<file path="src/rtl/gl6_pkg.sv">
// ============================================================================
// gl6_pkg : shared types and helpers for the gl6 2x2 upscaler.
// Revision: 1.0
// ============================================================================
`default_nettype none

package gl6_pkg;

  typedef enum logic [0:0] {
    ST_PASS   = 1'b0,
    ST_REPLAY = 1'b1
  } state_e;

  typedef enum logic [0:0] {
    COPY0 = 1'b0,
    COPY1 = 1'b1
  } copy_e;

  // Counters must represent 0..MAX_LINE inclusive.
  function automatic int cnt_width(input int max_line);
    return $clog2(max_line + 1);
  endfunction

endpackage

`default_nettype wire

</file>
<file path="src/rtl/gl6_line_ram.sv">
// ============================================================================
// gl6_line_ram : simple dual-port line buffer, one write port and one
//                read port with a 1-cycle registered read.
// Revision: 1.0
// ============================================================================
`default_nettype none

module gl6_line_ram #(
  parameter int D_WIDTH = 8,
  parameter int DEPTH   = 1024,
  parameter int AW      = 10
) (
  input  logic               clk,
  input  logic               we_i,
  input  logic [AW-1:0]      waddr_i,
  input  logic [D_WIDTH-1:0] wdata_i,
  input  logic               re_i,
  input  logic [AW-1:0]      raddr_i,
  output logic [D_WIDTH-1:0] rdata_o
);

  logic [D_WIDTH-1:0] mem_q [DEPTH];
  logic [D_WIDTH-1:0] rdata_q;

  always_ff @(posedge clk) begin
    if (we_i) begin
      mem_q[waddr_i] <= wdata_i;
    end
    // Read data holds when not re-read, keeping replay beats stable in stalls.
    if (re_i) begin
      rdata_q <= mem_q[raddr_i];
    end
  end

  assign rdata_o = rdata_q;

endmodule

`default_nettype wire

</file>
<file path="src/rtl/gl6_upscale_2x2.sv">
// ============================================================================
// gl6_upscale_2x2 : streaming 2x2 pixel upscaler (pixel doubled, line replayed).
//                   GL6_UPSCALE_LINE_REPEAT_EN enables line replay; without it
//                   the block is a horizontal-only 2x1 upscaler.
// Revision: 1.0
// ============================================================================
`default_nettype none

module gl6_upscale_2x2 #(
  parameter int D_WIDTH  = 8,
  parameter int MAX_LINE = 1024
) (
  input  logic               clk,
  input  logic               rst,
  input  logic [D_WIDTH-1:0] up_data,
  input  logic               up_valid,
  input  logic               up_tlast,
  input  logic               up_tuser,
  output logic               up_ready,
  output logic [D_WIDTH-1:0] down_data,
  output logic               down_valid,
  output logic               down_tlast,
  output logic               down_tuser,
  input  logic               down_ready
);

  import gl6_pkg::*;

  logic               hold_valid_q, hold_valid_d;
  copy_e              hold_copy_q,  hold_copy_d;
  logic [D_WIDTH-1:0] hold_data_q,  hold_data_d;
  logic               hold_last_q,  hold_last_d;
  logic               hold_user_q,  hold_user_d;

  logic pass_st;
  logic in_acc;
  logic hold_acc;

`ifdef GL6_UPSCALE_LINE_REPEAT_EN
  localparam int            CW      = cnt_width(MAX_LINE);
  localparam int            AW      = (MAX_LINE > 1) ? $clog2(MAX_LINE) : 1;
  localparam logic [CW-1:0] MAX_IDX = CW'(MAX_LINE);

  state_e              state_q,    state_d;
  logic [CW-1:0]       wr_idx_q,   wr_idx_d;
  logic [CW-1:0]       line_len_q, line_len_d;
  logic [CW-1:0]       rd_idx_q,   rd_idx_d;
  logic                rep_valid_q, rep_valid_d;
  copy_e               rep_copy_q,  rep_copy_d;
  logic                rep_last_q,  rep_last_d;
  logic                ram_we;
  logic                ram_re;
  logic [D_WIDTH-1:0]  ram_rdata;
  logic                tlast_done;
  logic                rep_acc;
  logic                need_load;

  assign pass_st = (state_q == ST_PASS);
`else
  assign pass_st = 1'b1;
`endif

  assign up_ready = !rst && pass_st &&
                    (!hold_valid_q ||
                     (hold_copy_q == COPY1 && down_ready && !hold_last_q));
  assign in_acc   = up_valid && up_ready;
  assign hold_acc = pass_st && hold_valid_q && down_ready;

  always_comb begin
    hold_valid_d = hold_valid_q;
    hold_copy_d  = hold_copy_q;
    hold_data_d  = hold_data_q;
    hold_last_d  = hold_last_q;
    hold_user_d  = hold_user_q;
    if (in_acc) begin
      hold_valid_d = 1'b1;
      hold_copy_d  = COPY0;
      hold_data_d  = up_data;
      hold_last_d  = up_tlast;
      hold_user_d  = up_tuser;
    end else if (hold_acc) begin
      if (hold_copy_q == COPY0) begin
        hold_copy_d = COPY1;
      end else begin
        hold_valid_d = 1'b0;
      end
    end
  end

  always_ff @(posedge clk) begin
    if (rst) begin
      hold_valid_q <= 1'b0;
      hold_copy_q  <= COPY0;
      hold_data_q  <= '0;
      hold_last_q  <= 1'b0;
      hold_user_q  <= 1'b0;
    end else begin
      hold_valid_q <= hold_valid_d;
      hold_copy_q  <= hold_copy_d;
      hold_data_q  <= hold_data_d;
      hold_last_q  <= hold_last_d;
      hold_user_q  <= hold_user_d;
    end
  end

`ifdef GL6_UPSCALE_LINE_REPEAT_EN
  assign tlast_done = hold_acc && hold_copy_q == COPY1 && hold_last_q;
  assign rep_acc    = rep_valid_q && down_ready;
  assign need_load  = !rep_valid_q || (rep_acc && rep_copy_q == COPY1);

  always_comb begin
    state_d     = state_q;
    wr_idx_d    = wr_idx_q;
    line_len_d  = line_len_q;
    rd_idx_d    = rd_idx_q;
    rep_valid_d = rep_valid_q;
    rep_copy_d  = rep_copy_q;
    rep_last_d  = rep_last_q;
    ram_re      = 1'b0;
    ram_we      = in_acc && (wr_idx_q < MAX_IDX);

    if (ram_we) begin
      wr_idx_d = wr_idx_q + CW'(1);
    end
    // The index already points past the last stored pixel, i.e. it is the length.
    if (tlast_done) begin
      state_d    = ST_REPLAY;
      line_len_d = wr_idx_q;
      wr_idx_d   = '0;
    end

    if (state_q == ST_REPLAY) begin
      if (rep_acc && rep_copy_q == COPY0) begin
        rep_copy_d = COPY1;
      end
      if (need_load) begin
        if (rep_valid_q && rep_last_q) begin
          state_d     = ST_PASS;
          rep_valid_d = 1'b0;
          rd_idx_d    = '0;
        end else begin
          ram_re      = 1'b1;
          rd_idx_d    = rd_idx_q + CW'(1);
          rep_valid_d = 1'b1;
          rep_copy_d  = COPY0;
          rep_last_d  = (rd_idx_q + CW'(1) == line_len_q);
        end
      end
    end
  end

  always_ff @(posedge clk) begin
    if (rst) begin
      state_q     <= ST_PASS;
      wr_idx_q    <= '0;
      line_len_q  <= '0;
      rd_idx_q    <= '0;
      rep_valid_q <= 1'b0;
      rep_copy_q  <= COPY0;
      rep_last_q  <= 1'b0;
    end else begin
      state_q     <= state_d;
      wr_idx_q    <= wr_idx_d;
      line_len_q  <= line_len_d;
      rd_idx_q    <= rd_idx_d;
      rep_valid_q <= rep_valid_d;
      rep_copy_q  <= rep_copy_d;
      rep_last_q  <= rep_last_d;
    end
  end

  gl6_line_ram #(
    .D_WIDTH (D_WIDTH),
    .DEPTH   (MAX_LINE),
    .AW      (AW)
  ) u_line_ram (
    .clk     (clk),
    .we_i    (ram_we),
    .waddr_i (wr_idx_q[AW-1:0]),
    .wdata_i (up_data),
    .re_i    (ram_re),
    .raddr_i (rd_idx_q[AW-1:0]),
    .rdata_o (ram_rdata)
  );

  always_comb begin
    if (state_q == ST_REPLAY) begin
      down_valid = rep_valid_q;
      down_data  = ram_rdata;
      down_tlast = rep_valid_q && rep_copy_q == COPY1 && rep_last_q;
      down_tuser = 1'b0;
    end else begin
      down_valid = hold_valid_q;
      down_data  = hold_data_q;
      down_tlast = hold_valid_q && hold_copy_q == COPY1 && hold_last_q;
      down_tuser = hold_valid_q && hold_copy_q == COPY0 && hold_user_q;
    end
  end
`else
  assign down_valid = hold_valid_q;
  assign down_data  = hold_data_q;
  assign down_tlast = hold_valid_q && hold_copy_q == COPY1 && hold_last_q;
  assign down_tuser = hold_valid_q && hold_copy_q == COPY0 && hold_user_q;
`endif

endmodule

`default_nettype wire

</file>
<file path="config.mk">
export PLATFORM = sky130hd
export DESIGN_NAME = gl6_upscale_2x2
export DESIGN_NICKNAME = d
export VERILOG_FILES = /design/src/rtl/gl6_pkg.sv /design/src/rtl/gl6_line_ram.sv /design/src/rtl/gl6_upscale_2x2.sv
export SDC_FILE = /design/constraint.sdc
export NUM_CORES = 1
export LEC_CHECK = 0
export ABC_AREA = 0
export CAP_MARGIN = 10
export CORE_ASPECT_RATIO = 0.9
export CORE_MARGIN = 1.5
export CORE_UTILIZATION = 37
export CTS_CLUSTER_DIAMETER = 30
export DETAILED_ROUTE_END_ITERATION = 12
export PLACE_DENSITY_LB_ADDON = 0.12
export SLEW_MARGIN = 10
export SYNTH_ARGS = -nofsm -noshare
export SYNTH_HDL_FRONTEND = slang
export SYNTH_SLANG_ARGS = --single-unit
</file>
<file path="constraint.sdc">
create_clock -name clk -period 0.92 [get_ports clk]
set_input_delay 0.092 -clock clk [delete_from_list [all_inputs] [get_ports clk]]
set_output_delay 0.092 -clock clk [all_outputs]
set_load 0.01 [all_outputs]
</file>
After elaboration in Yosys (flattened, before gate mapping):

Index checks and enable logic that the tools add are counted.

* bitwise gates (word level): 1
* reduce and logical (&&, ||, !) cells: 17
* add/sub/neg operators: 0
* $mul: 0
* multiplexer cells: 3
* order comparisons: 0
* div/mod/pow operators: 0
* shift operators: 0
* eq/ne operators: 0

Operator list (number)
* $logic_and A1 B1 Y1: 9
* $reduce_bool A2 Y1: 2
* $logic_not A1 Y1: 3
* $mux W1: 3
* $reduce_and A2 Y1: 1
* $reduce_or A2 Y1: 1
* $logic_or A1 B1 Y1: 1
* $not A1 Y1: 1

* memory bits (read-only): 0
* bits in latches: 0
* word-level logic and storage cells: 26
* output and inout bits: 12
* bits in writable memories: 0
* register bits after elaboration: 12
* bits of input ports: 14
* memories kept: 0

Depth between registers and ports, before layout:

Gate-level depths: netlist of run 1.

* depth after elaboration: 7
* depth in mapped cells: 4

Worst setup path before layout of run 1:

No wires, ideal clock.

* path type: flip-flop to flip-flop
* from: reg hold_valid_q, in the netlist down_valid
* to: reg hold_data_q[0], in the netlist down_data[0]
* slack: -0.143 ns
* data arrival time: 0.996 ns
* stages on the path, launching flop included: 5
* setup time: 0.066 ns
* path through: dfxtp_1 nand2b_1 buf_4 nand3_2 a21oi_2

* cells in the longest elaborated chain, start to end: 4

RTL lines
* start: declaration: RTL line gl6_upscale_2x2.sv:29 `logic hold_valid_q, hold_valid_d;`
* start signal: assignment: RTL line gl6_upscale_2x2.sv:98 `hold_valid_q <= hold_valid_d;`
* $logic_not A1 Y1: RTL line gl6_upscale_2x2.sv:64 `(!hold_valid_q ||`
* $logic_or A1 B1 Y1: RTL line gl6_upscale_2x2.sv:64
* $logic_and A1 B1 Y1: RTL line gl6_upscale_2x2.sv:63 `assign up_ready = !rst && pass_st &&`
* $logic_and A1 B1 Y1: RTL line gl6_upscale_2x2.sv:66 `assign in_acc = up_valid && up_ready;`
* end signal: assignment: RTL line gl6_upscale_2x2.sv:100 `hold_data_q <= hold_data_d;`
* end: declaration: RTL line gl6_upscale_2x2.sv:31 `logic [D_WIDTH-1:0] hold_data_q, hold_data_d;`

Every way passes these cells.
A chain may end at the register's enable or synchronous reset.

Worst setup path in the final report of run 1:

* from: reg hold_last_q
* to: reg hold_user_q

* cells in the longest elaborated chain, start to end: 5

RTL lines
* start: declaration: RTL line gl6_upscale_2x2.sv:32 `logic hold_last_q, hold_last_d;`
* start signal: assignment: RTL line gl6_upscale_2x2.sv:101 `hold_last_q <= hold_last_d;`
* $logic_not A1 Y1: RTL line gl6_upscale_2x2.sv:65 `(hold_copy_q == COPY1 && down_ready && !hold_last_q));`
* $logic_and A1 B1 Y1: RTL line gl6_upscale_2x2.sv:65
* $logic_or A1 B1 Y1: RTL line gl6_upscale_2x2.sv:64
* $logic_and A1 B1 Y1: RTL line gl6_upscale_2x2.sv:63
* $logic_and A1 B1 Y1: RTL line gl6_upscale_2x2.sv:66
* end signal: assignment: RTL line gl6_upscale_2x2.sv:102 `hold_user_q <= hold_user_d;`
* end: declaration: RTL line gl6_upscale_2x2.sv:33 `logic hold_user_q, hold_user_d;`

Every way passes these cells.

==> results.yml, run 1 <==
worst_setup_path:
  crit_chain: "buf_6 -> nand4b_4 -> clkbuf_16 -> a21bo_1 -> a21oi_2"
  startpoint_type: "flop"
  worstSetupPathType: "flop to flop"
  crit_family: "flip-flops"
  crit_required_ns: 1.14
  cpPeakStageDelay_ns: 0.34
  critPathSlowestCell: "dfxtp_2"
  critical_path_buf_inv_count: 2
  path_max_fanout: 9
  cp.arrival_ns: 1.42
  rrSetupSlack_ns: -0.28
  critPathCaptureType: "flop"
power_and_ir_drop:
  leakage_nw: 0.519
  power_switching_share: 0.261
  power_frac_comb: 0.249
  netSwitchingPower_uw: 350
  pwr-share-seq: 0.430
  power_density_nw_per_um2: 1180
  ir_worst_vdd_uv: 590
  p_int_uw: 993
  pwr-share-clk: 0.321
floorplanning:
  dieArea_um2: 2020
  initial_core_util: 0.392
  io_pins: 26
  num_rows: 14
  coreArea_um2: 1660
  dieHeight_um: 42.8
  chipWidth_um: 47.2
clock_network:
  cts_tree: "done"
  cts_sinks: 12
  ctsHtreeMaxLevel: 1
  cts-root-buf: "clkbuf_4"
  cts_buffers: 3
  cts_buffer_depth: 2
  clkTransAtPathRegs_ns: 0.08
  insertion_delay_ns: 0.28
sta:
  hold_violations: 0
  setup_viol: 15
  period_needed_ns: 1.20
  drv_slew: 0
  rsz0062_at_grt: "yes"
  relSlewSlack: 0.813
  finClkSkew_ns: 0.00225
  finalCritPeriodShare: 1.31
  max_freq_ghz: 0.831
  hold_ws_ns: 0.462
  fin_ws_ns: -0.284
  worstMarginPinSlew_ns: 0.281
global_route:
  overflow: 0
  antenna_found_initial: 0
  grt_pass1_vias: 575
  grt_pass1_wl_mm: 2.38
  grt_usage: 0.164
  grt_max_degree: 21
synth:
  syn_nets: 73
  ys_seq_area_frac: 0.369
  post-synth-top-area-cell: "dfxtp_1"
  ys_ff_latch: 12
  yosys_warnings: 0
  synthMuxAreaShare: 0
  synth.top_cells.by_area: "dfxtp_1, a21bo_1, nand3_2, a21oi_2, nand4b_4"
  synth_top_family_by_area: "compound AO/OA/AOI/OAI gates"
  yosys.area_share.simple: 0.274
  netlist_area_um2: 652
  synthAdderAreaFrac: 0
  synth.avg_cell_area_um2: 11.0
  synth_xor_area_frac: 0
  synthCells: 59
  ys_types: 20
  synth_compound_area_frac: 0.303
  yosysTopAreaCellShare: 0.369
final_layout:
  layout_commonest_cell: "buf_4"
  drive_above_1_share: 0.710
  stdcell_area_um2: 1140
  fin_nets: 122
  nFillCells: 148
  multi_input_area_um2: 397
  diodes: 0
  final_cell_mix: "buf_4, clkdlybuf4s50_1"
  ff_latch_area_um2: 259
  syn_to_final_growth_pct: 75.0
routing:
  viasPerCell: 4.66
  first_pass_iters: 3
  ant_nets: 0
  drt-total-wl_mm: 1.59
  drt_iter0_drc: 7
  wl_per_cell_um: 12.1
  via_count: 610
  drc: 0
place:
  preCtsSetupSlack_ns: -0.629
  placed_area_um2: 1040
  gp_congestion: 0.656
  hpwl_um: 937
  port-buffer-count: 25
outcome:
  status: "complete, but fails checks"
  violations: "negative setup slack"
run:
  max-cap-violations: 0
min_path:
  hp-class: "input port to flop"
through the flow:
stage               power [mW]  utilization  cells  TNS [ns]
floorplan                0.743            -     59    -0.311
global placement         0.911        0.623    119     -6.25
detailed placement       0.917        0.623    119     -6.43
CTS                       1.36        0.668    127     -3.09
global route              1.41        0.686    131     -4.05
finish                    1.34        0.686    131     -3.33
worst reg2reg max path: cells and delay by family (launching register included):
kind            cells  cell delay, ns
flops               1            0.34
buf+inv             2            0.30
compound gates      2            0.31
simple gates        1            0.19
area by class of cell:
| cell class | count | area share |
|---|---|---|
| well taps | 24 | 0.0263 |
| repair buffers | 48 | 0.367 |
| clock buffers | 4 | 0.0318 |
| multi-input cells | 43 | 0.348 |
| flip-flops and latches | 12 | 0.227 |
flip-flops by register name, indices dropped and copies added, names as in the netlist:
register / cells
hold_user_q: 1
down_data: 8
hold_last_q: 1
hold_copy_q: 1
down_valid: 1
timing repair:
| item | 4_1_cts | 5_1_grt |
|---|---|---|
| endpoints found under the setup margin | 23 | 21 |
| setup buffers | 4 | 3 |
| pin swaps | 0 | 2 |
| hold buffers | 0 | 0 |
| gates cloned | 0 | 1 |
| gates resized for setup | 56 | 9 |
power by group through the flow:
stage	clock, mW	combinational, mW	sequential, mW
floorplan	0	0.142	0.601
detailed placement	0	0.331	0.586
finish	0.431	0.334	0.578
global route	0.467	0.358	0.583
CTS	0.448	0.331	0.579
global placement	0	0.326	0.585
layer usage:
metal | up-vias | global-route usage | share of wire
met2 | 16 | 0.278 | 0.52
met5 | - | 0 | 0
met3 | 2 | 0.0383 | 0.040
met4 | 0 | 0.0667 | 0.011
li1 | 310 | - | -
met1 | 282 | 0.191 | 0.42
kinds of logic after synthesis:
logic type / after synthesis
buffers and inverters: 4
AND/OR/NAND/NOR: 21
flip-flops: 12
AO/OA/AOI/OAI: 22
Yosys cell counts:
master and count:
buf_4 1, nor2b_1 1, nor3_2 1, buf_2 1
nand4b_4 1, nand2_2 1, and3_2 1, a21oi_1 1
nor2_1 2, nand2b_1 1, buf_6 2, a21bo_1 9
dfxtp_1 12, a22oi_1 1, and3b_2 1, nand3_2 9
o2bb2ai_1 1, o21a_1 1, a21oi_2 9, nand2_1 3
path summary, 6_finish.rpt:
check | start | to | cells past startpoint
worst min register to register | hold_copy_q | hold_copy_q | 2
worst max-delay path | hold_last_q | hold_user_q | 5
worst max register to register | hold_last_q | hold_user_q | 5
worst min-delay path | up_data[0] | down_data[0] | 3
(Power assumes the default switching activity.)
==> run 2, diff against run 1 <==
Settings changed: SKIP_LAST_GASP from default to 1.
==> results.yml, run 2 (synthesized netlist as in run 1, its figures left out) <==
worst_setup_path:
  critPathCaptureType: "flop"
  cpPeakStageDelay_ns: 0.33
  startpoint_type: "flop"
  critPathSlowestCell: "dfxtp_2"
  critical_path_buf_inv_count: 2
  crit_chain: "buf_4 -> nand4b_4 -> buf_12 -> a21bo_1 -> a21oi_2"
  r2r_start: "hold_last_q"
  crit_required_ns: 1.13
  cp-startpoint: "hold_last_q"
  cp.arrival_ns: 1.41
  path_max_fanout: 19
  crit_family: "flip-flops"
  path_depth: 5
  reg2regPathDepth: 5
  worstReg2RegEnd: "down_data[6]"
  worstSetupPathType: "flop to flop"
  timing.critical_path.to: "down_data[6]"
  rrSetupSlack_ns: -0.28
clock_network:
  clkTransAtPathRegs_ns: 0.08
  cts_buffers: 3
  cts-root-buf: "clkbuf_4"
  ctsHtreeMaxLevel: 1
  cts_buffer_depth: 2
  insertion_delay_ns: 0.28
  cts_sinks: 12
  cts_tree: "done"
routing:
  ant_nets: 0
  drt-total-wl_mm: 1.43
  wl_per_cell_um: 10.9
  drc: 0
  drt_iter0_drc: 2
  first_pass_iters: 3
  viasPerCell: 4.63
  via_count: 607
final_layout:
  ff_latch_area_um2: 256
  fin_util: 0.666
  fin_nets: 122
  largest_reg_flops: 8
  layout_commonest_cell: "buf_4"
  final_cell_mix: "buf_4, clkdlybuf4s50_1, dfxtp_2"
  syn_to_final_growth_pct: 70.1
  multi_input_area_um2: 388
  drive_above_1_share: 0.692
  diodes: 0
  nFillCells: 152
sta:
  hold_violations: 0
  max_freq_ghz: 0.832
  period_needed_ns: 1.20
  relSlewSlack: 0.812
  setup_tns_ns: -3.30
  setup_viol: 15
  finClkSkew_ns: 0.00217
  worstMarginPinSlew_ns: 0.282
  rsz0062_at_grt: "yes"
  finalCritPeriodShare: 1.31
  drv_slew: 0
  fin_ws_ns: -0.282
place:
  gp_congestion: 0.656
  port-buffer-count: 25
  hpwl_um: 937
power_and_ir_drop:
  p_total_mw: 1.34
  leakage_nw: 0.498
  ir_worst_vdd_uv: 571
  power_density_nw_per_um2: 1210
floorplanning:
  chipWidth_um: 47.2
  initial_core_util: 0.392
  dieArea_um2: 2020
  coreArea_um2: 1660
  num_rows: 14
  dieHeight_um: 42.8
  io_pins: 26
outcome:
  status: "complete, but fails checks"
  violations: "negative setup slack"
global_route:
  grt_max_degree: 21
  antenna_found_initial: 0
  grt_usage: 0.156
  overflow: 0
  grt_pass1_vias: 573
  grt_pass1_wl_mm: 2.27
min_path:
  hp-class: "input port to flop"
run:
  max-cap-violations: 0
## run 2: cell types whose count changed in the layout (fill, tap and decap cells not counted)
| cell | change |
|---|---|
| buf_4 | +2 |
| a22oi_1 | +1 |
| a22oi_2 | -1 |
| and3_2 | -1 |
| and3_4 | +1 |
| buf_6 | -1 |
| clkbuf_16 | -1 |
| dfxtp_2 | +1 |
| dfxtp_4 | -1 |
| nand2_1 | +1 |
| nand2_4 | -1 |
## run 2: worst reg2reg max path: stages, from the launching register on
cell	delay, ns
dfxtp_2	0.33
buf_4	0.14
nand4b_4	0.17
buf_12	0.17
a21bo_1	0.21
a21oi_2	0.11
## run 2: final cells by class
cell class                 count  area share
multi-input combinational     43       0.350
tap                           24      0.0271
clock buffer                   4      0.0327
sequential                    12       0.231
timing repair buffer          48       0.359
## run 2: report_power, final
part | internal, mW | total (mW) | leakage, nW | switching (mW)
registers | 0.556 | 0.578 | 0.103 | 0.0213
logic | 0.194 | 0.326 | 0.374 | 0.132
clock network | 0.241 | 0.434 | 0.0210 | 0.194
## run 2: layer usage
layer / up-vias / part of all wire / routed length, µm / track usage
met1: 279 / 0.45 / 639 / 0.175
met2: 16 / 0.50 / 708 / 0.268
li1: 310 / - / - / -
met4: 0 / 0.012 / 17 / 0.0667
met3: 2 / 0.045 / 64 / 0.0383
met5: - / 0 / 0 / 0
## run 2: stage by stage
step / hold slack [ns] / setup slack [ns] / cells / area [µm²]
finish: 0.460 / -0.282 / 131 / 1110
global route: 0.469 / -0.339 / 131 / 1110
CTS: 0.455 / -0.289 / 127 / 1100
detailed placement: 0.473 / -0.629 / 119 / 1040
global placement: 0.467 / -0.572 / 119 / 1040
floorplan: 0.154 / -0.0403 / 59 / 669
## run 2: what timing repair did
action | 4_1_cts | 5_1_grt
setup endpoints to repair | 23 | 21
gates resized for setup | 54 | 7
hold buffers | 0 | 0
buffers inserted | 4 | 4
## run 2: worst min-delay path by stage
stage            startpoint      endpoint  slack [ns]  depth (start not counted)
2_1_floorplan           rst   hold_copy_q        0.15                          1
3_3_place_gp   down_data[3]  down_data[3]        0.47                          2
3_5_place_dp   down_data[3]  down_data[3]        0.47                          2
4_1_cts          up_data[4]  down_data[4]        0.46                          3
5_1_grt          up_data[0]  down_data[0]        0.47                          3
6_report         up_data[0]  down_data[0]        0.46                          3
